$ cat src/rtl/us_arp_pkg.sv
// ARP field constants and beat layout shared by the ARP receive parser and transmitter.
// Beats are 64 bits wide with byte 0 of the beat in [63:56].
package us_arp_pkg;

  localparam logic [15:0] ArpHtypeEth    = 16'h0001;
  localparam logic [15:0] ArpPtypeIpv4   = 16'h0800;
  localparam logic [7:0]  ArpHlenEth     = 8'h06;
  localparam logic [7:0]  ArpPlenIpv4    = 8'h04;
  localparam logic [15:0] ArpOperRequest = 16'h0001;
  localparam logic [15:0] ArpOperReply   = 16'h0002;

  // Field LSB positions inside each payload beat.
  localparam int unsigned B0HtypeLsb = 48;
  localparam int unsigned B0PtypeLsb = 32;
  localparam int unsigned B0HlenLsb  = 24;
  localparam int unsigned B0PlenLsb  = 16;
  localparam int unsigned B0OperLsb  = 0;
  localparam int unsigned B1ShaLsb   = 16;
  localparam int unsigned B1SpaHiLsb = 0;
  localparam int unsigned B2SpaLoLsb = 48;
  localparam int unsigned B3TpaLsb   = 32;

  typedef enum logic [5:0] {
    StIdle  = 6'b000001,
    StBeat1 = 6'b000010,
    StBeat2 = 6'b000100,
    StBeat3 = 6'b001000,
    StDrain = 6'b010000,
    StCheck = 6'b100000
  } arp_rx_state_e;

  function automatic logic arp_hdr_ok(input logic [63:0] beat);
    logic [15:0] oper;
    oper = beat[B0OperLsb +: 16];
    return (beat[B0HtypeLsb +: 16] == ArpHtypeEth) &&
           (beat[B0PtypeLsb +: 16] == ArpPtypeIpv4) &&
           (beat[B0HlenLsb +: 8] == ArpHlenEth) &&
           (beat[B0PlenLsb +: 8] == ArpPlenIpv4) &&
           ((oper == ArpOperRequest) || (oper == ArpOperReply));
  endfunction

endpackage

$ cat src/rtl/us_arp_rx_if.sv
// 64-bit AXI-Stream link carrying ARP payload beats.
interface us_arp_rx_if;
  logic [63:0] tdata;
  logic [7:0]  tkeep;
  logic        tvalid;
  logic        tlast;
  logic        tready;

  modport master (output tdata, output tkeep, output tvalid, output tlast, input tready);
  modport slave  (input tdata, input tkeep, input tvalid, input tlast, output tready);
endinterface

$ cat src/rtl/us_arp_rx.sv
// ARP receive parser: validates the 28-byte payload, raises held reply requests for
// requests to our IP and pulses a cache-update strobe for replies.
module us_arp_rx
  import us_arp_pkg::*;
#(
  parameter int unsigned TIMEOUT_CYCLES = 999999
) (
  input  logic              rx_axis_aclk,
  input  logic              rx_axis_aresetn,
  us_arp_rx_if.slave        arp_rx_axis,
  input  logic [31:0]       local_ip_addr,
  output logic              arp_reply_req,
  input  logic              arp_reply_ack,
  output logic [47:0]       reply_dst_mac_addr,
  output logic [31:0]       reply_dst_ip_addr,
  output logic              arp_found,
  output logic [47:0]       arp_found_mac,
  output logic [31:0]       arp_found_ip,
  output logic              arp_rx_drop,
  output logic [15:0]       arp_rx_drop_cnt
);

  localparam int unsigned TmoW = $clog2(TIMEOUT_CYCLES) + 1;

  arp_rx_state_e state_q, state_d;
  logic          ready_q, ready_d;
  logic [15:0]   oper_q, oper_d;
  logic [47:0]   sha_q, sha_d;
  logic [31:0]   spa_q, spa_d;
  logic [31:0]   tpa_q, tpa_d;
  logic          good_q, good_d;
  logic [TmoW-1:0] tmo_q, tmo_d;
  logic          drop_q, drop_d;
  logic [15:0]   drop_cnt_q, drop_cnt_d;
  logic          req_q, req_d;
  logic [47:0]   reply_mac_q, reply_mac_d;
  logic [31:0]   reply_ip_q, reply_ip_d;
  logic          found_q, found_d;
  logic [47:0]   found_mac_q, found_mac_d;
  logic [31:0]   found_ip_q, found_ip_d;

  logic        beat;
  logic [63:0] data;
  logic        last;
  logic        unused_tkeep;

  assign beat         = arp_rx_axis.tvalid & ready_q;
  assign data         = arp_rx_axis.tdata;
  assign last         = arp_rx_axis.tlast;
  assign unused_tkeep = ^arp_rx_axis.tkeep;

  always_comb begin
    state_d     = state_q;
    oper_d      = oper_q;
    sha_d       = sha_q;
    spa_d       = spa_q;
    tpa_d       = tpa_q;
    good_d      = good_q;
    tmo_d       = '0;
    drop_d      = 1'b0;
    req_d       = req_q;
    reply_mac_d = reply_mac_q;
    reply_ip_d  = reply_ip_q;
    found_d     = 1'b0;
    found_mac_d = found_mac_q;
    found_ip_d  = found_ip_q;

    if (arp_reply_ack) begin
      req_d = 1'b0;
    end

    unique case (state_q)
      StIdle: begin
        if (beat) begin
          oper_d = data[B0OperLsb +: 16];
          good_d = arp_hdr_ok(data);
          if (!arp_hdr_ok(data)) begin
            drop_d  = 1'b1;
            state_d = last ? StIdle : StDrain;
          end else if (last) begin
            drop_d  = 1'b1;
            state_d = StIdle;
          end else begin
            state_d = StBeat1;
          end
        end
      end
      StBeat1: begin
        if (beat) begin
          sha_d         = data[B1ShaLsb +: 48];
          spa_d[31:16]  = data[B1SpaHiLsb +: 16];
          drop_d        = last;
          state_d       = last ? StIdle : StBeat2;
        end
      end
      StBeat2: begin
        if (beat) begin
          spa_d[15:0] = data[B2SpaLoLsb +: 16];
          drop_d      = last;
          state_d     = last ? StIdle : StBeat3;
        end
      end
      StBeat3: begin
        if (beat) begin
          tpa_d   = data[B3TpaLsb +: 32];
          state_d = last ? StCheck : StDrain;
        end
      end
      StDrain: begin
        if (beat && last) begin
          state_d = good_q ? StCheck : StIdle;
        end
      end
      StCheck: begin
        state_d = StIdle;
        if (tpa_q != local_ip_addr) begin
          drop_d = 1'b1;
        end else if (oper_q == ArpOperRequest) begin
          // A pending request, or one being acked this cycle, blocks the new one.
          if (req_q || arp_reply_ack) begin
            drop_d = 1'b1;
          end else begin
            req_d       = 1'b1;
            reply_mac_d = sha_q;
            reply_ip_d  = spa_q;
          end
        end else begin
          found_d     = 1'b1;
          found_mac_d = sha_q;
          found_ip_d  = spa_q;
        end
      end
      default: state_d = StIdle;
    endcase

    if ((state_q inside {StBeat1, StBeat2, StBeat3, StDrain}) && !arp_rx_axis.tvalid) begin
      if (tmo_q == TmoW'(TIMEOUT_CYCLES - 1)) begin
        drop_d  = 1'b1;
        state_d = StIdle;
      end else begin
        tmo_d = tmo_q + TmoW'(1);
      end
    end

    ready_d = (state_d != StCheck);

    drop_cnt_d = drop_cnt_q;
    if (drop_d && (drop_cnt_q != 16'hFFFF)) begin
      drop_cnt_d = drop_cnt_q + 16'd1;
    end
  end

  always_ff @(posedge rx_axis_aclk or negedge rx_axis_aresetn) begin
    if (!rx_axis_aresetn) begin
      state_q     <= StIdle;
      ready_q     <= 1'b0;
      oper_q      <= '0;
      sha_q       <= '0;
      spa_q       <= '0;
      tpa_q       <= '0;
      good_q      <= 1'b0;
      tmo_q       <= '0;
      drop_q      <= 1'b0;
      drop_cnt_q  <= '0;
      req_q       <= 1'b0;
      reply_mac_q <= '0;
      reply_ip_q  <= '0;
      found_q     <= 1'b0;
      found_mac_q <= '0;
      found_ip_q  <= '0;
    end else begin
      state_q     <= state_d;
      ready_q     <= ready_d;
      oper_q      <= oper_d;
      sha_q       <= sha_d;
      spa_q       <= spa_d;
      tpa_q       <= tpa_d;
      good_q      <= good_d;
      tmo_q       <= tmo_d;
      drop_q      <= drop_d;
      drop_cnt_q  <= drop_cnt_d;
      req_q       <= req_d;
      reply_mac_q <= reply_mac_d;
      reply_ip_q  <= reply_ip_d;
      found_q     <= found_d;
      found_mac_q <= found_mac_d;
      found_ip_q  <= found_ip_d;
    end
  end

  assign arp_rx_axis.tready = ready_q;
  assign arp_reply_req      = req_q;
  assign reply_dst_mac_addr = reply_mac_q;
  assign reply_dst_ip_addr  = reply_ip_q;
  assign arp_found          = found_q;
  assign arp_found_mac      = found_mac_q;
  assign arp_found_ip       = found_ip_q;
  assign arp_rx_drop        = drop_q;
  assign arp_rx_drop_cnt    = drop_cnt_q;

endmodule

$ cat src/flat_wrapper.sv
// flat-port wrapper written by rule: the top's interface ports become plain ports
module us_arp_rx_flat import us_arp_pkg::*;
#(
  parameter int unsigned TIMEOUT_CYCLES = 999999
)
  (rx_axis_aclk, rx_axis_aresetn, local_ip_addr, arp_reply_req, arp_reply_ack, reply_dst_mac_addr, reply_dst_ip_addr, arp_found, arp_found_mac, arp_found_ip, arp_rx_drop, arp_rx_drop_cnt, arp_rx_axis_tdata, arp_rx_axis_tkeep, arp_rx_axis_tvalid, arp_rx_axis_tlast, arp_rx_axis_tready);
  us_arp_rx_if arp_rx_axis_i ();
  input  logic rx_axis_aclk;
  input  logic rx_axis_aresetn;
  input  logic [31:0] local_ip_addr;
  output logic arp_reply_req;
  input  logic arp_reply_ack;
  output logic [47:0] reply_dst_mac_addr;
  output logic [31:0] reply_dst_ip_addr;
  output logic arp_found;
  output logic [47:0] arp_found_mac;
  output logic [31:0] arp_found_ip;
  output logic arp_rx_drop;
  output logic [15:0] arp_rx_drop_cnt;
  input wire logic [$bits(arp_rx_axis_i.tdata)-1:0] arp_rx_axis_tdata;
  input wire logic [$bits(arp_rx_axis_i.tkeep)-1:0] arp_rx_axis_tkeep;
  input wire logic [$bits(arp_rx_axis_i.tvalid)-1:0] arp_rx_axis_tvalid;
  input wire logic [$bits(arp_rx_axis_i.tlast)-1:0] arp_rx_axis_tlast;
  output wire logic [$bits(arp_rx_axis_i.tready)-1:0] arp_rx_axis_tready;
  assign arp_rx_axis_i.tdata = arp_rx_axis_tdata;
  assign arp_rx_axis_i.tkeep = arp_rx_axis_tkeep;
  assign arp_rx_axis_i.tvalid = arp_rx_axis_tvalid;
  assign arp_rx_axis_i.tlast = arp_rx_axis_tlast;
  assign arp_rx_axis_tready = arp_rx_axis_i.tready;
  us_arp_rx #(.TIMEOUT_CYCLES(TIMEOUT_CYCLES)) u_core (.rx_axis_aclk(rx_axis_aclk), .rx_axis_aresetn(rx_axis_aresetn), .arp_rx_axis(arp_rx_axis_i), .local_ip_addr(local_ip_addr), .arp_reply_req(arp_reply_req), .arp_reply_ack(arp_reply_ack), .reply_dst_mac_addr(reply_dst_mac_addr), .reply_dst_ip_addr(reply_dst_ip_addr), .arp_found(arp_found), .arp_found_mac(arp_found_mac), .arp_found_ip(arp_found_ip), .arp_rx_drop(arp_rx_drop), .arp_rx_drop_cnt(arp_rx_drop_cnt));
endmodule
$ cat config.mk
export PLATFORM = sky130hd
export DESIGN_NAME = us_arp_rx_flat
export DESIGN_NICKNAME = d
export VERILOG_FILES = /design/src/rtl/us_arp_pkg.sv /design/src/rtl/us_arp_rx_if.sv /design/src/rtl/us_arp_rx.sv /design/src/flat_wrapper.sv
export SDC_FILE = /design/constraint.sdc
export NUM_CORES = 1
export LEC_CHECK = 0
export ABC_CLOCK_PERIOD_IN_PS = 3100
export CORE_ASPECT_RATIO = 1.1
export CORE_MARGIN = 2
export CORE_UTILIZATION = 50
export CTS_CLUSTER_SIZE = 25
export DETAILED_ROUTE_END_ITERATION = 12
export PLACE_DENSITY_LB_ADDON = 0.1
export REMOVE_ABC_BUFFERS = 1
export SYNTH_ARGS = -nofsm -noshare
export SYNTH_HDL_FRONTEND = slang
export SYNTH_SLANG_ARGS = --single-unit
$ cat constraint.sdc
create_clock -name rx_axis_aclk -period 3.1 [get_ports rx_axis_aclk]
set_clock_uncertainty 0.1 [all_clocks]
set_input_delay 0.465 -clock rx_axis_aclk [delete_from_list [all_inputs] [get_ports rx_axis_aclk]]
set_output_delay 0.465 -clock rx_axis_aclk [all_outputs]
set_load 0.01 [all_outputs]
### Word-level counts from Yosys, hierarchy flattened

Cells that the tools add are included.

| cells by class | value |
|---|---|
| eq/ne operators | 17 |
| mux-type cells | 35 |
| $add $sub $neg | 2 |
| reductions and logical operators | 18 |
| bitwise gates (word level) | 4 |

Operators by type and width:

| cell | count |
|---|---|
| 2-to-1 mux 6 bit | 10 |
| equality test 16 x 1 -> 1 bit, second input constant | 3 |
| 2-to-1 mux 21 bit | 2 |
| != test 32 bit | 1 |
| one-hot mux 6 bit (5 select lines) | 1 |
| adder 21 x 1 -> 21 bit, second input constant | 1 |
| equality test 21 x 20 -> 1 bit, second input constant | 1 |
| 2-to-1 mux 1 bit | 17 |
| adder 16 x 1 -> 16 bit, second input constant | 1 |
| equality test 16 x 12 -> 1 bit, second input constant | 1 |
| equality test 16 x 2 -> 1 bit, second input constant | 1 |
| equality test 8 x 3 -> 1 bit, second input constant | 2 |
| != test 16 bit, second input constant | 1 |
| AND reduction 2 bit | 4 |
| logical AND 1 bit | 7 |
| equality test 6 x 1 -> 1 bit, second input constant | 1 |
| equality test 6 x 2 -> 1 bit, second input constant | 1 |
| equality test 6 x 3 -> 1 bit, second input constant | 1 |
| equality test 6 x 4 -> 1 bit, second input constant | 1 |
| equality test 6 x 5 -> 1 bit, second input constant | 1 |
| equality test 6 bit, second input constant | 1 |
| != test 6 bit, second input constant | 1 |
| 2-to-1 mux 5 bit | 1 |
| 2-to-1 mux 4 bit | 1 |
| 11 further kinds | 14 |

| storage, ports and cells | value |
|---|---|
| output and inout port bits | 180 |
| bits in registers | 336 |
| logic and storage cells | 93 |

### Depth between registers and ports, before layout

Gate-level depths: netlist of the first run.

| depth | value |
|---|---|
| depth in word-level cells | 11 |
| depth in mapped cells | 10 |
| gate-level depth less buffers | 9 |

### Least setup slack after synthesis of the first run

OpenSTA, ideal clock, no wires.

| path | value |
|---|---|
| path type | input -> register |
| start | input port local_ip_addr[5] |
| end | register u_core.reply_ip_q[0], in the netlist u_core.reply_dst_ip_addr[0] |
| path slack | 509 ps |
| stages | 9 |
| arrival time | 2366 ps |
| data required time | 2875 ps |
| cells stage by stage | xnor2_1 > nand4_1 > nor4_2 > nand3_1 > or3_1 > or3_1 > buf_6 > buf_12 > mux2_4 |

| on the way | value |
|---|---|
| longest elaborated chain between the ends | 3 |

RTL lines:

| item | RTL line | RTL |
|---|---|---|
| start: declaration | flat_wrapper.sv:10 | `input logic [31:0] local_ip_addr;` |
| != test 32 bit | us_arp_rx.sv:116 | `if (tpa_q != local_ip_addr) begin` |
| inverter 1 bit (no line) | -- |  |
| AND reduction 4 bit (no line) | -- |  |
| end signal: assignment | us_arp_rx.sv:184 | `reply_ip_q <= reply_ip_d;` |
| end: declaration | us_arp_rx.sv:37 | `logic [31:0] reply_ip_q, reply_ip_d;` |

No other way between the ends.
A chain may end at the register's enable or synchronous reset.

### Worst setup path in the final report of the first run

| path | value |
|---|---|
| start | register u_core.tpa_q[9] |
| end | register u_core.reply_mac_q[9], in the netlist u_core.reply_dst_mac_addr[9] |

| on the way | value |
|---|---|
| longest elaborated chain between the ends | 3 |

RTL lines:

| item | RTL line | RTL |
|---|---|---|
| start: declaration | us_arp_rx.sv:30 | `logic [31:0] tpa_q, tpa_d;` |
| start signal: assignment | us_arp_rx.sv:177 | `tpa_q <= tpa_d;` |
| != test 32 bit | us_arp_rx.sv:116 |  |
| inverter 1 bit (no line) | -- |  |
| AND reduction 4 bit (no line) | -- |  |
| end signal: assignment | us_arp_rx.sv:183 | `reply_mac_q <= reply_mac_d;` |
| end: declaration | us_arp_rx.sv:36 | `logic [47:0] reply_mac_q, reply_mac_d;` |

No other way between the ends.

==> summary.txt, run 1 <==
Run status
  • Status: completed

Hold path
  • Worst hold path type: in2async

Power and ir drop
  • Max VDD drop: 0.456 mV
  • Leak Pwr: 8.94 nW
  • Cell area power density: 559 nW/um^2
  • Tot Pwr: 0.0105 W

Routing
  • Drt total wl: 33,000 um
  • Total number of vias: 8,612
  • DR DRC count: 0
  • Initial drt markers: 445
  • Drt wl/cell: 20.1 um
  • Routed Antenna Nets: 0
  • Router iterations before antenna repair: 4
  • DR vias/cell: 5.23

Yosys
  • Synth top area share: 59.6%
  • Syn avg cell area: 15.0 um^2
  • Yosys warns: 0
  • Post-synth cell types: 50
  • Post-Syn Area: 14,100 um^2
  • Share of the yosys chip area belonging to registers: 59.8%
  • Synthesized instance count: 939
  • Synth Flop Type: dfrtp_1
  • Largest area contributor in the netlist: dfrtp_1
  • EDFF count, synth: 0
  • Main area contributors after synthesis: dfrtp_1 (60%), mux2_2 (17%), mux2_4 (8.5%)
  • Async SR Flop Fraction: 100%
  • Seq cells post-synth: 336

Cells and area
  • # fillers: 2,046
  • Post-route cell area: 18,700 um^2
  • Most frequent cells in the layout: dfrtp_1 (335), clkdlybuf4s50_1 (279), mux2_2 (208)
  • Fraction of layout cells with a size suffix above 1: 31.4%
  • Final nets: 1,368
  • Commonest non-fill, non-tap cell in the layout: dfrtp_1
  • Footprint of the multi-input gates: 5350 um^2
  • Layout area overhead: 33.2%
  • Post-Route Utilization: 67.6%
  • Register area: 8410 um^2

Placed design
  • DP Worst Slack: -0.262 ns
  • Hpwl dp: 23,200 um
  • DP Area: 17,500 um^2
  • I/O Buffers: 280
  • RePlAce Congestion: 0.784

Job
  • Count of max-cap constraint violations: 0

Floorplanning
  • Chip Height: 180 um
  • Row count: 64
  • Starting Density: 50.8%
  • Core area: 27,700 um^2
  • Die area: 29,500 um^2
  • DIE WIDTH: 164 um
  • Ports: 289

Timing
  • Slew @ Worst Pin: 0.788 ns
  • Final setup vio count: 0
  • RSZ-0062 raised after global routing: no
  • Endpoints failing hold: 0
  • Tmin final: 2.84 ns
  • Final worst slack: 0.264 ns
  • Final period utilization: 91.5%
  • Fmax: 353 MHz
  • Slew Limit Fails: 0
  • Worst slew margin: 47.5%

Clocking
  • Max H-tree Level: 2
  • Setup bufs post-CTS: 0
  • CTS sink cnt: 336
  • CTS Root Cell: clkbuf_16
  • CTS Buffer Depth: 3
  • Clk_lat worst skew: 0.51 ns
  • CTS clk-pin slew, worst paths: 0.06 ns
  • Number of buffers created by CTS: 36
  • CTS tree: done

Worst setup path
  • Worst Path Max Fanout: 40
  • Kind of critical path: reg2reg
  • Critical Path AT: 3.12 ns
  • Setup crit end kind: flop
  • Reg2Reg Depth: 8
  • Startpoint class of the critical path: flop
  • Critical R2R Launch: u_core.tpa_q[9]$_DFFE_PN0P_
  • Reg-to-reg critical path endpoint: u_core.reply_dst_mac_addr[9]$_DFFE_PN0P_
  • R2R Setup Slk: 0.26 ns
  • CP required: 3.39 ns

GRT
  • Largest net degree at the start of global routing: 88
  • Total global routing track utilization: 23.0%
  • Vias in the first global route: 9,301
  • First-pass GRT wire length: 52,900 um
  • Global route total overflow: 0
  • Initial antenna violation count: 3
[power breakdown]
part / leakage (nW) / internal [W] / switching [W] / total, W
logic: 3.72 / 0.000649 / 0.000517 / 0.00117
clock network: 0.627 / 0.00271 / 0.00171 / 0.00441
registers: 4.59 / 0.00461 / 0.000272 / 0.00488
total: 8.94 / 0.00797 / 0.00250 / 0.0105
[through the flow]
step                hold WS, ns  std cells  TNS, ns
CTS                       0.388       1645        0
finish                    0.386       1647        0
global route              0.414       1647        0
detailed placement        0.369       1580   -23.10
floorplan                0.0694        899  -177.66
global placement          0.372       1580   -23.73
[worst max path at each step]
stage               depth (start not counted)  slack [ns]                         from                                   endpoint
floorplan                                   7       -1.21            local_ip_addr[21]    u_core.reply_dst_ip_addr[0]$_DFFE_PN0P_
global placement                            9       -0.27             local_ip_addr[5]   u_core.reply_dst_ip_addr[21]$_DFFE_PN0P_
detailed placement                          9       -0.26            local_ip_addr[12]   u_core.reply_dst_mac_addr[2]$_DFFE_PN0P_
CTS                                         8        0.23  u_core.tpa_q[9]$_DFFE_PN0P_   u_core.reply_dst_ip_addr[19]$_DFFE_PN0P_
global route                                8        0.15  u_core.tpa_q[9]$_DFFE_PN0P_  u_core.reply_dst_mac_addr[39]$_DFFE_PN0P_
finish                                      8        0.26  u_core.tpa_q[9]$_DFFE_PN0P_   u_core.reply_dst_mac_addr[9]$_DFFE_PN0P_
[sequential cells by signal, indices dropped and copies added, names as in the netlist, 16 cells and up]
register / flops
u_core.reply_dst_ip_addr: 32
u_core.arp_found_mac: 48
u_core.arp_rx_drop_cnt: 16
u_core.spa_q: 32
u_core.reply_dst_mac_addr: 48
u_core.sha_q: 48
u_core.oper_q: 16
u_core.arp_found_ip: 32
u_core.tpa_q: 32
u_core.tmo_q: 21
[Yosys cell counts, types with 6 or more instances]
library cell	n
nor2_1	42
xnor2_1	37
nand3_1	23
nor3_1	16
and3_1	8
o21ai_0	6
nand4_1	19
mux2_4	80
buf_12	8
nand2_1	22
nor4b_1	6
mux2_2	208
dfrtp_1	335
nor4_1	15
xor2_1	30
clkbuf_1	22
[kinds of logic (layout without fill, tap and decap cells)]
family	count (synthesis)	after routing	synth area share [%]
AOI/OAI and AO/OA	23	23	1.06
xor gates and xnor gates	67	67	4.17
adders and majority gates	3	3	0.267
buffers and inverters	46	389	2.25
DFF	336	336	59.8
muxes	291	291	25.4
other	0	2	0
and+or+nand+nor	173	173	7.02
[worst max-delay path: stages, from the launching register on]
cell and delay, ns:
dfrtp_1 0.42, xnor2_1 0.16, nand4_1 0.23, nor4_2 0.36, nand3_1 0.12, or3_1 0.34
or3_4 0.38, buf_12 0.23, mux2_4 0.33
[area by class of cell]
class | count | share of cell area (%)
tap | 363 | 2.43
antenna | 2 | 0.0267
clock buffer | 54 | 6.09
clock inverter | 10 | 0.575
multi-input combinational | 557 | 28.6
inverter | 6 | 0.120
timing repair buffer | 319 | 17.3
sequential | 336 | 44.9
[routing by layer]
layer,vias up,track usage (%),wire (um)
met5,-,0,13
met4,2,7.05,967
met3,55,6.53,2080
met2,227,38.5,16500
met1,4362,29.1,13500
li1,3966,-,-
[what timing repair did]
item                      CTS  global route
resized for setup           0             0
hold endpoints to repair   66             0
hold buffers                1             0
(Power assumes the default switching activity.)
==> run 2: changes to the inputs <==
CORE_UTILIZATION = 30   (was 50)
==> summary.txt, run 2 (synthesized netlist as in run 1, its figures left out) <==
Clocking
  • Clk_lat worst skew: 0.54 ns (+0.03 ns)
  • CTS Buffer Depth: 3 (unchanged)
  • CTS clk-pin slew, worst paths: 0.06 ns (about the same)
  • CTS Root Cell: clkbuf_16
  • Max H-tree Level: 2 (unchanged)
  • CTS sink cnt: 336 (unchanged)
  • CTS tree: done
  • Number of buffers created by CTS: 40 (+11%)
  • Setup bufs post-CTS: 0 (unchanged)

Placed design
  • RePlAce Congestion: 0.816 (+4.1%)
  • Placed insts: 1,827 (+16%)
  • I/O Buffers: 280 (unchanged)
  • Hpwl dp: 26,500 um (+14%)
  • DP Area: 17,900 um^2 (+2.4%)

Cells and area
  • Final Non-Filler Cells: 1,898 (+15%)
  • Commonest non-fill, non-tap cell in the layout: dfrtp_1
  • Fraction of layout cells with a size suffix above 1: 32.0% (+0.67 points)
  • Post-Route Utilization: 41.2% (-26 points)
  • Most frequent cells in the layout: dfrtp_1 (335), clkdlybuf4s50_1 (279), mux2_2 (208)
  • Layout area overhead: 36.5%
  • Final nets: 1,387 (+1.4%)
  • Post-route cell area: 19,200 um^2 (+2.5%)
  • # fillers: 4,372 (+110%)

Job
  • Count of max-cap constraint violations: 0 (unchanged)

Worst setup path
  • Startpoint class of the critical path: input pin
  • Worst Path Max Fanout: 4 (-90%)
  • Most used cell, CP: buf_4
  • Crit-path max cell delay: 0.63 ns (+0.21 ns)
  • CP required: 3.42 ns (+0.03 ns)
  • Setup crit end kind: flop
  • Kind of critical path: in2reg
  • Critical Path AT: 3.25 ns (+0.13 ns)
  • Crit path cell chain: clkdlybuf4s50_1, or4b_1, nor4_1, buf_4, nand4_1, a211oi_2, buf_4, nor2_1, mux2_1
  • Slowest-stage cell, CP: nor4_1

GRT
  • Vias in the first global route: 9,282 (-0.20%)
  • Initial antenna violation count: 6 (+3)
  • First-pass GRT wire length: 58,200 um (+9.9%)
  • Total global routing track utilization: 15.8% (-7.3 points)
  • Largest net degree at the start of global routing: 64 (-27%)
  • Global route total overflow: 0 (unchanged)

Routing
  • Router iterations before antenna repair: 4 (unchanged)
  • Routed Antenna Nets: 0 (unchanged)
  • DR vias/cell: 4.54 (-13%)
  • Drt wl/cell: 20.0 um (about the same)
  • Drt total wl: 38,100 um (+15%)
  • DR DRC count: 0 (unchanged)
  • Initial drt markers: 449 (+0.90%)
  • Total number of vias: 8,625 (+0.15%)

Timing
  • Endpoints failing hold: 0 (unchanged)
  • Worst slew margin: 36.5% (-11 points)
  • Hold Worst Slack: 0.373 ns (-0.0130 ns)
  • Final period utilization: 94.6% (+3.2 points)
  • Fmax: 341 MHz (-3.4%)
  • Slew Limit Fails: 0 (unchanged)
  • Final setup vio count: 0 (unchanged)
  • Slew @ Worst Pin: 0.953 ns (+0.165 ns)
  • TNS Setup: 0 ns (unchanged)
  • Tmin final: 2.93 ns (+0.0984 ns)
  • RSZ-0062 raised after global routing: no

Floorplanning
  • Ports: 289 (unchanged)
  • Row count: 83 (+30%)
  • Die area: 48,600 um^2 (+65%)
  • Chip Height: 231 um (+28%)
  • Starting Density: 30.2% (-21 points)
  • Core area: 46,500 um^2 (+68%)
  • DIE WIDTH: 210 um (+28%)

Power and ir drop
  • Cell area power density: 557 nW/um^2 (-0.35%)
  • Max VDD drop: 0.407 mV (-11%)
  • Leak Pwr: 9.04 nW (+1.1%)

Run status
  • Status: completed

Hold path
  • Worst hold path type: in2async
## run 2: final timing paths
kind | endpoint | startpoint | depth (start not counted) | slack (ns)
max in group asynchronous | u_core.sha_q[46]$_DFFE_PN0P_ | rx_axis_aresetn | 3 | 1.78
min in group rx_axis_aclk | u_core.arp_rx_drop_cnt[14]$_DFFE_PN0P_ | u_core.arp_rx_drop_cnt[14]$_DFFE_PN0P_ | 1 | 0.39
max | u_core.arp_rx_drop_cnt[1]$_DFFE_PN0P_ | arp_rx_axis_tdata[45] | 9 | 0.17
max reg2reg | u_core.reply_dst_ip_addr[2]$_DFFE_PN0P_ | u_core.tpa_q[5]$_DFFE_PN0P_ | 8 | 0.22
min reg2reg | u_core.arp_rx_drop_cnt[14]$_DFFE_PN0P_ | u_core.arp_rx_drop_cnt[14]$_DFFE_PN0P_ | 1 | 0.39
min | u_core.arp_found_mac[13]$_DFFE_PN0P_ | rx_axis_aresetn | 2 | 0.37
## run 2: what timing repair did
item	CTS	global route
hold buffers	1	0
resized for setup	0	1
hold endpoints to repair	58	0
endpoints found under the setup margin	0	16
## run 2: stage by stage
stage	total power, W	setup slack [ns]
6_report	0.0107	0.166
5_1_grt	0.0112	0.0496
4_1_cts	0.0109	0.0380
3_5_place_dp	0.00616	-0.526
3_3_place_gp	0.00615	-0.502
2_1_floorplan	0.00545	-1.21
## run 2: report_power, final
| group | total, W | switching [W] | internal (W) | leakage (nW) |
|---|---|---|---|---|
| Sequential | 0.00488 | 0.000265 | 0.00461 | 4.59 |
| Clock | 0.00462 | 0.00184 | 0.00277 | 0.643 |
| Combinational | 0.00119 | 0.000528 | 0.000661 | 3.80 |
| Total | 0.0107 | 0.00264 | 0.00805 | 9.04 |
## run 2: area by class of cell
cell class	count	area [um^2]	share of cell area, %
clock inverters	5	28.8	0.150
clock buffers	64	1260	6.58
flip-flops and latches	336	8410	43.8
diodes	1	2.50	0.0130
multi-input cells	557	5360	27.9
well taps	595	744	3.88
repair buffers	334	3370	17.5
inverters	6	22.5	0.117
## run 2: worst max-delay path: cells and delay by family
family	cells	cell delay, ns
simple gates	4	1.35
buf+inv	3	0.86
mux	1	0.33
compound gates	1	0.25
## run 2: per-layer routing
metal	vias up	share of wire [%]	GRT usage, %
met5	-	0.15	0
met4	10	1.5	3.52
met3	52	7.0	5.53
met2	175	49	26.0
met1	4383	43	20.0
li1	4005	-	-
==> run 3: changes to the inputs <==
DONT_BUFFER_PORTS = 1   (was not set)
==> summary.txt, run 3 (synthesized netlist as in run 1, its figures left out) <==
Worst setup path
  • Crit-path leading delay family: simple AND/OR/NAND/NOR gates
  • Crit-path max cell delay: 0.40 ns (-0.23 ns)
  • Critical R2R Launch: u_core.tpa_q[5]$_DFFE_PN0P_
  • Worst Path Buf+Inv: 1 (-2)
  • CP required: 3.42 ns (about the same)
  • Crit path cell chain: xnor2_1, nand4_1, nor4_2, nand3_1, or3_1, or3_4, buf_12, mux2_4
  • Reg-to-reg critical path endpoint: u_core.reply_dst_ip_addr[21]$_DFFE_PN0P_
  • Critical Path AT: 3.21 ns (-0.04 ns)
  • Kind of critical path: reg2reg
  • Worst Path Max Fanout: 30 (+26)
  • Reg2Reg Depth: 8 (unchanged)
  • Slowest-stage cell, CP: or3_4
  • R2R Setup Slk: 0.20 ns (-0.02 ns)
  • Startpoint class of the critical path: flop
  • Setup crit end kind: flop

Floorplanning
  • Starting Density: 30.2% (unchanged)
  • DIE WIDTH: 210 um (unchanged)
  • Die area: 48,600 um^2 (unchanged)
  • Row count: 83 (unchanged)
  • Ports: 289 (unchanged)
  • Core area: 46,500 um^2 (unchanged)
  • Chip Height: 231 um (unchanged)

Clocking
  • CTS tree: done
  • Setup bufs post-CTS: 0 (unchanged)
  • CTS sink cnt: 336 (unchanged)
  • Hold Buf Count CTS: 66 (+65)
  • Clk_lat worst skew: 0.56 ns (+0.02 ns)
  • Number of buffers created by CTS: 40 (unchanged)
  • CTS Buffer Depth: 3 (unchanged)
  • CTS Root Cell: clkbuf_16
  • Max H-tree Level: 2 (unchanged)
  • CTS clk-pin slew, worst paths: 0.05 ns (about the same)
  • Number of gates resized after cts: 0 (unchanged)

Cells and area
  • Fraction of layout cells with a size suffix above 1: 35.9% (+3.9 points)
  • Final nets: 1,147 (-17%)
  • Commonest non-fill, non-tap cell in the layout: dfrtp_1
  • Most frequent cells in the layout: dfrtp_1 (335), mux2_2 (208), mux2_4 (80)
  • Antenna diode count: 0 (-1)
  • Post-route cell area: 16,700 um^2 (-13%)
  • Post-Route Utilization: 35.8% (-5.4 points)
  • Layout area overhead: 18.6%
  • # fillers: 4,498 (+2.9%)
  • Final Non-Filler Cells: 1,658 (-13%)

Timing
  • Tmin final: 2.90 ns (-0.0377 ns)
  • Fmax: 345 MHz (+1.3%)
  • Slew @ Worst Pin: 0.857 ns (-0.0954 ns)
  • Worst slew margin: 42.8% (+6.4 points)
  • Hold Worst Slack: -0.486 ns (-0.859 ns)
  • Final setup vio count: 0 (unchanged)
  • Endpoints failing hold: 336 (+336)
  • Slew Limit Fails: 0 (unchanged)
  • Final period utilization: 93.4% (-1.2 points)
  • RSZ-0062 raised after global routing: no

Power and ir drop
  • Cell area power density: 610 nW/um^2 (+9.5%)
  • Leak Pwr: 8.08 nW (-11%)
  • Max VDD drop: 0.358 mV (-12%)

GRT
  • Largest net degree at the start of global routing: 337 (+430%)
  • Total global routing track utilization: 15.7% (-0.12 points)
  • Initial antenna violation count: 1 (-5)
  • Vias in the first global route: 8,384 (-9.7%)
  • First-pass GRT wire length: 57,200 um (-1.6%)
  • Global route total overflow: 0 (unchanged)

Routing
  • Initial drt markers: 363 (-19%)
  • Router iterations before antenna repair: 4 (unchanged)
  • Routed Antenna Nets: 0 (unchanged)
  • Total number of vias: 7,792 (-9.7%)
  • Drt wl/cell: 22.9 um (+14%)
  • Drt total wl: 38,000 um (-0.25%)
  • DR vias/cell: 4.70 (+3.4%)
  • DR DRC count: 0 (unchanged)

Placed design
  • I/O Buffers: 0 (-100%)
  • Placed insts: 1,522 (-17%)
  • RePlAce Congestion: 0.724 (-11%)
  • DP Area: 14,800 um^2 (-17%)
  • Hpwl dp: 24,300 um (-8.4%)

Job
  • Count of max-cap constraint violations: 0 (unchanged)

Run status
  • Status: finished, violations left
  • Failing checks: hold timing

Hold path
  • Worst hold path type: in2async
==> run 3: layer usage <==
layer	part of all wire (%)	vias to the layer above	global-route usage [%]
met5	0	-	0
met3	8.0	52	5.81
met4	1.9	0	4.36
met2	48	197	25.3
li1	-	3529	-
met1	42	4014	19.7
==> run 3: final cells by class <==
cell class	count	area (um^2)	area share, %
flip-flops and latches	336	8410	50.4
inverters	6	22.5	0.135
well taps	595	744	4.46
clock buffers	64	1180	7.10
multi-input cells	557	5350	32.1
repair buffers	94	921	5.52
clock inverters	6	45.0	0.270
==> run 3: worst max path at each step <==
stage | from | slack (ns) | cells past startpoint | end
finish | u_core.tpa_q[5]$_DFFE_PN0P_ | 0.20 | 8 | u_core.reply_dst_ip_addr[21]$_DFFE_PN0P_
global route | u_core.tpa_q[5]$_DFFE_PN0P_ | 0.12 | 8 | u_core.reply_dst_ip_addr[21]$_DFFE_PN0P_
CTS | u_core.tpa_q[5]$_DFFE_PN0P_ | 0.19 | 8 | u_core.reply_dst_ip_addr[24]$_DFFE_PN0P_
detailed placement | local_ip_addr[5] | 0.12 | 8 | u_core.reply_dst_mac_addr[6]$_DFFE_PN0P_
global placement | arp_rx_axis_tdata[29] | 0.12 | 9 | u_core.arp_rx_drop_cnt[1]$_DFFE_PN0P_
floorplan | local_ip_addr[21] | -1.21 | 7 | u_core.reply_dst_ip_addr[0]$_DFFE_PN0P_
==> run 3: where the power goes <==
part	internal (W)	total, W	switching [W]	leakage [nW]
Clock	0.00261	0.00448	0.00187	0.600
Combinational	0.000420	0.000748	0.000328	2.89
Sequential	0.00461	0.00494	0.000324	4.59
==> run 3: through the flow <==
step / setup TNS (ns) / power, W / setup WS [ns]
floorplan: -177.66 / 0.00545 / -1.21
global placement: 0 / 0.00568 / 0.119
detailed placement: 0 / 0.00568 / 0.116
CTS: 0 / 0.0104 / 0.188
global route: 0 / 0.0106 / 0.118
finish: 0 / 0.0102 / 0.204
==> patch 1, RTL diff (config.mk and constraints of run 1) <==
Change the package constant `B0HtypeLsb` from 48 to 24.
--- a/src/rtl/us_arp_pkg.sv
+++ b/src/rtl/us_arp_pkg.sv
@@ -11,5 +11,5 @@
 
   // Field LSB positions inside each payload beat.
-  localparam int unsigned B0HtypeLsb = 48;
+  localparam int unsigned B0HtypeLsb = 24;
   localparam int unsigned B0PtypeLsb = 32;
   localparam int unsigned B0HlenLsb  = 24;
Formal check against the unedited RTL: not equivalent (Yosys sat finds a counterexample within 4 cycles, from zero or initial values and one cycle with rx_axis_aresetn low).
==> patch 1 against run 1 <==
  * Clock power fell by 5.2%
  * Setup slack improved by 120 ps
  * Synthesized cell count fell by 2.0%
  * Critical endpoint is now u_core.arp_found_mac[4]
  * Total power fell by 4.7%
  * Synthesized area fell by 2.6%
  * Cell count fell by 1.8%
  * Sequential cell count did not move
  * Global-route usage fell by 1.5 points
  * Largest cell class unchanged
  * Largest power group unchanged
  * Count of clock-buffer cells in the layout fell by 2
  * Design area fell by 2.2%
  * Wire length fell by 8.4%
==> patch 1: results (changes against run 1) <==
* Endpoint arrival time on the critical path: 2990 ps (-130 ps)
- Peak supply drop: 444 µV (-2.4%)
- The synthesized area per cell was 14.9 µm² (-0.58%).
* WL final: 30300 µm (-8.4%)
* Transition at the pin with the smallest max-transition slack: 742 ps (-45.4 ps)
- Max incr delay on CP: around 410 ps
* Standard cell with the maximum stage delay on the critical path: clkdlybuf4s50_1
- The global-route wire length before repair is 48900 µm (-7.7%).
- Ratio of cells with drive above 1 in the final layout: 30.6% (-0.75 points)
- The number of fill cells was 2006 (-2.0%).
- The routed length on met3 was 2130 µm (+2.3%).
* Synth area leaders: dfrtp_1, mux2_2, xor2_1
- Leakage power: 0.00877 µW (-1.9%)
* Average vias per placed instance: 5.22 (-0.12%)
- In this run the critical register-to-register path is launched from u_core.tpa_q[19].
- The final weighted congestion in routability-driven placement is 0.764 (-2.5%).
- The highest net fanout along the worst path is 35 (-13%).
- Cell at the root of the clock tree: clkbuf_16
* Number of cells on the worst reg-to-reg path: 9 (+1)
- The peak clock frequency supported by timing is 0.368 GHz (+4.4%).
* Worst reg2reg endpoint: u_core.arp_found_mac[4]
- Count of routing violations after the opening detailed-route iteration: 366 (-18%)
* Synthesized-area fraction occupied by ao, oa, aoi and oai cells: 2.58% (+1.5 points)
- The path class of the tightest hold or removal check is reg2reg.
- The total via count in the routed design is 8450 (-1.9%).
- The path with the worst hold slack has its endpoint at u_core.arp_found_mac[33].
* Top cell types by occurrence after synthesis: dfrtp_1, mux2_2, xor2_1
- The total iterations of the first detailed-routing run came to 4 (unchanged).
* HPWL after detailed placement: 20800 µm (-9.9%)
- Distinct cells, synth: 49 (-2.0%)
* Placed Cells: 1557 (-1.5%)
- Clock-pin slew was measured on the worst setup and hold paths at ~50 ps.
* Mux cell area share after synthesis: 23.8% (-1.6 points)
- Sequential cell area fraction in the yosys report: 61.4% (+1.6 points)
* Vias in the first global route: 8908 (-4.2%)
* Clk pwr: 4180 µW (-5.2%)
- Area share of the largest cell type after synthesis: 61.2% (+1.6 points)
* EDFF count, synth: 0 (unchanged)
- Post-DP Area: 17100 µm² (-1.8%)
- The highest layer touched by signal routing is met5.
- The maximum buffer depth of the clock tree is 3 (unchanged).
* Combinational fraction of design power: 10.2% (-0.9 points)
- The internal cell power came to 7680 µW (-3.6%).
- Adder-cell area share of the yosys netlist: 0.274% (+0.0071 points)
* Routed wire length on met2: 15000 µm (-8.9%)
- Layout Nets: 1351 (-1.2%)
- The worst slack at placement is -167 ps (+95.4 ps).
- Initial antenna violation count: 4 (+1)
- The power per unit of standard cell area came to 544 nW/µm² (-2.6%).
- FF-to-FF setup slack: 410 ps (+150 ps)
- The run finished with clean final reports.
* Wl on met1: 12400 µm (-7.9%)
- The total setup buffers inserted after CTS is 0 (unchanged).
* GRT Total Usage: 21.5% (-1.5 points)
- YS warnings: 0 (unchanged)
- Xor/xnor share of the synthesized area: 4.28% (+0.11 points)
- Worst hold margin: 386 ps (-0.377 ps)
* Start point of the critical path: local_ip_addr[16]
- Pin count of the biggest net entering global routing: 96 (+9.1%)
patch 1: changes by cell type after synthesis, moves of 14 or more:
cell,before,now
mux2_2,208,267
xnor2_1,37,9
xor2_1,30,58
mux2_1,2,23
nor3_1,16,2
mux2_4,80,0
patch 1: per-layer routing:
layer  global-route usage (%)  vias to the layer above
li1                         -                     3895
met1                     27.1                     4319
met2                     36.0                      187
met3                     7.06                       47
met4                     5.90                        2
met5                        0                        -
patch 1: area by class of cell:
| type | count | area share (%) |
|---|---|---|
| Tap cell | 357 | 2.44 |
| Timing Repair Buffer | 321 | 17.6 |
| Clock buffer | 52 | 5.85 |
| Inverter | 6 | 0.123 |
| Antenna cell | 3 | 0.0410 |
| Multi-Input combinational cell | 538 | 27.6 |
| Clock inverter | 5 | 0.430 |
| Sequential cell | 336 | 45.9 |
patch 1: timing repair:
action / CTS / global route
setup endpoints to repair: 0 / 0
hold buffers: 1 / 0
hold endpoints to repair: 85 / 0
==> patch 2, RTL diff (settings of run 1) <==
Without the edit above. Make the reset (`rx_axis_aresetn`) synchronous in one clocked block.
--- a/src/rtl/us_arp_rx.sv
+++ b/src/rtl/us_arp_rx.sv
@@ -151,5 +151,5 @@
   end
 
-  always_ff @(posedge rx_axis_aclk or negedge rx_axis_aresetn) begin
+  always_ff @(posedge rx_axis_aclk) begin
     if (!rx_axis_aresetn) begin
       state_q     <= StIdle;
Behaviour: differs if rx_axis_aresetn is asserted again (counterexample within 4 cycles, from zero or initial values and one cycle with rx_axis_aresetn low); with rx_axis_aresetn held inactive, the same outputs for 4 cycles.
==> patch 2 against run 1 <==
  * Setup slack improved by 230 ps
  * Cell count grew 25%
  * Wire length increased by 1.0%
  * Sequential cell count did not move
  * Hold slack got worse by 30 ps
  * First-iteration DRC count grew 27%
  * Count of clock-buffer cells in the layout down 6
  * Synthesized cell count is 51% higher
  * Non-clock buffer count increased by 8
  * Synthesized area shrank 8.0%
  * Design area shrank 6.5%
  * Die area shrank 7.9%
Power is not compared: it rests on default switching activity, and its combinational part moved more than twofold at a synthesized area within 25%.
==> patch 2: results (changes against run 1) <==
- Critical Path Fanout Max: 28 (-30%)
* Run status: completed
- The global-route track usage on met2 is 39.4% (+0.89 points).
- Worst min-delay path endpoint: u_core.oper_q[12]
- Top cell types by occurrence after synthesis: dfxtp_1, nand2_1, nor2_1
- # resized after CTS: 0 (unchanged)
- Clock transition at the register clock pins on the worst setup and hold paths after CTS: 60 ps (about the same)
* HPWL after detailed placement: 23200 µm (+0.17%)
- At the later pin of the worst-skew pair, clock insertion delay measures ~500 ps.
- Number of buffers created by CTS: 35 (-2.8%)
- The maximum buffer depth of the clock tree is 3 (unchanged).
* Distinct cells, synth: 52 (+4.0%)
- The number of global-route vias before repair was 10300 (+11%).
* GRT Total Usage: 24.3% (+1.3 points)
* Post-detailed-route count of antenna-violating nets: 0 (unchanged)
- The startpoint identified for the worst hold timing path is u_core.oper_q[12].
* Leakage power: ~0.0075 µW
- The proportion of layout cells with a drive suffix above 1 came to 7.30% (-24 points).
- The final number of hold-violating endpoints came to 0 (unchanged).
- The placed standard-cell area was 16300 µm² (-6.6%).
- The initial antenna violation count was 2 (-1).
* Pin count of the biggest net entering global routing: 144 (+64%)
- Cell at the root of the clock tree: clkbuf_16
- The number of design-rule violations left by the first detailed-router iteration is 567 (+27%).
* WL final: 33400 µm (+1.0%)
- Synth area leaders: dfxtp_1, mux2i_1, nand2_1
- The final weighted congestion in routability-driven placement is 0.860 (+9.7%).
- Number of levels the H-tree was split into: 2 (unchanged)
- Share of flip-flops with an asynchronous set or reset: 0% (-100 points)
- VDD sags by at most between 300 and 400 µV.
* Buffers inserted by post-CTS timing repair: 0 (unchanged)
- The worst slack at placement was -105 ps (+158 ps).
- Sequential cell area fraction in the yosys report: 52.0% (-7.8 points)
- In this run the critical register-to-register path is captured at u_core.arp_rx_drop_cnt[6].
* Tightest Hold Check Type: reg2reg
- The depth of the worst register-to-register path came to 7 (-1).
- Layout Nets: 1803 (+32%)
- The setup slack of the worst register-to-register path was 530 ps (+270 ps).
* Count of buffers from port buffering: 280 (unchanged)
- Global-route wire length before repair: 53800 µm (+1.6%)
- The total via count in the routed design came to 10600 (+23%).
- Transition at the pin with the smallest max-transition slack: 786 ps (-1.19 ps)
* Ys flop type: dfxtp_1
- Met1 track demand over resource: 31.3% (+2.2 points)
* Met3 demand-to-capacity share in global routing: 7.07% (+0.54 points)
* Number of cells on the worst hold path: 2
- Startpoint of the worst-slack reg-to-reg timing path: u_core.arp_rx_drop_cnt[4]
* Endpoint arrival time on the critical path: 2890 ps (-230 ps)
- The number of warning messages in the yosys log was 0 (unchanged).
- The total iterations of the first detailed-routing run is 5 (+1).
-- patch 2: cells by family (layout without fill, tap and decap cells) --
kind of cell / Yosys count / count (layout) / share of synthesized area [%]
muxes: 180 / 180 / 13.9
buffers and inverters: 95 / 392 / 3.13
adders and majority gates: 3 / 3 / 0.290
AOI/OAI and AO/OA: 161 / 161 / 7.20
other: 0 / 1 / 0
xor gates and xnor gates: 52 / 52 / 3.52
DFF: 336 / 336 / 52.0
and+or+nand+nor: 588 / 588 / 19.9
-- patch 2: how the worst max path moves through the flow --
stage	endpoint	startpoint	slack, ps	cells past startpoint
3_3_place_gp	u_core.arp_rx_drop_cnt[0]	arp_rx_axis_tdata[25]	-80	10
5_1_grt	u_core.arp_rx_drop_cnt[9]	arp_rx_axis_tdata[47]	310	10
4_1_cts	u_core.arp_rx_drop_cnt[0]	arp_rx_axis_tdata[25]	420	10
3_5_place_dp	u_core.arp_rx_drop_cnt[0]	arp_rx_axis_tdata[25]	-100	10
2_1_floorplan	u_core.sha_q[0]	arp_rx_axis_tvalid	-2860	4
6_report	u_core.arp_rx_drop_cnt[0]	arp_rx_axis_tdata[47]	490	10
-- patch 2: metrics by stage --
stage / hold slack (ps) / total power [µW] / std cells / setup TNS [ps]
2_1_floorplan: 332 / 4590 / 1327 / -384060
3_3_place_gp: 345 / 4860 / 2000 / -788
3_5_place_dp: 350 / 4860 / 2000 / -1080
4_1_cts: 359 / 9160 / 2058 / 0
5_1_grt: 372 / 9370 / 2059 / 0
6_report: 356 / 9060 / 2059 / 0
-- patch 2: cell type report --
class                           count  area (µm²)
Antenna cell                        1        2.50
Clock buffer                       48        1040
Clock inverter                     10         153
Fill cell                        2123        7830
Inverter                            7        33.8
Multi-Input combinational cell    984        5830
Sequential cell                   336        6730
Tap cell                          346         433
Timing Repair Buffer              327        3290
-- patch 2: worst max-delay path: stages --
cell	delay (ps)
clkdlybuf4s50_1	480
nor4b_1	410
buf_4	190
nand3_1	100
nor3_1	260
nand4_2	190
a211oi_4	330
buf_12	210
nor2_1	100
mux2i_1	160
-- patch 2: layer usage --
metal / share of wire, % / wire [µm]
met3: 8.1 / 2690
met4: 2.5 / 845
met1: 43 / 14300
met5: 0 / 0
met2: 47 / 15600
-- patch 2: where the power goes --
part | internal, µW | switching, µW | total [µW]
clock | 2660 | 1630 | 4300
sequential | 4340 | 17.7 | 4350
combinational | 199 | 211 | 410
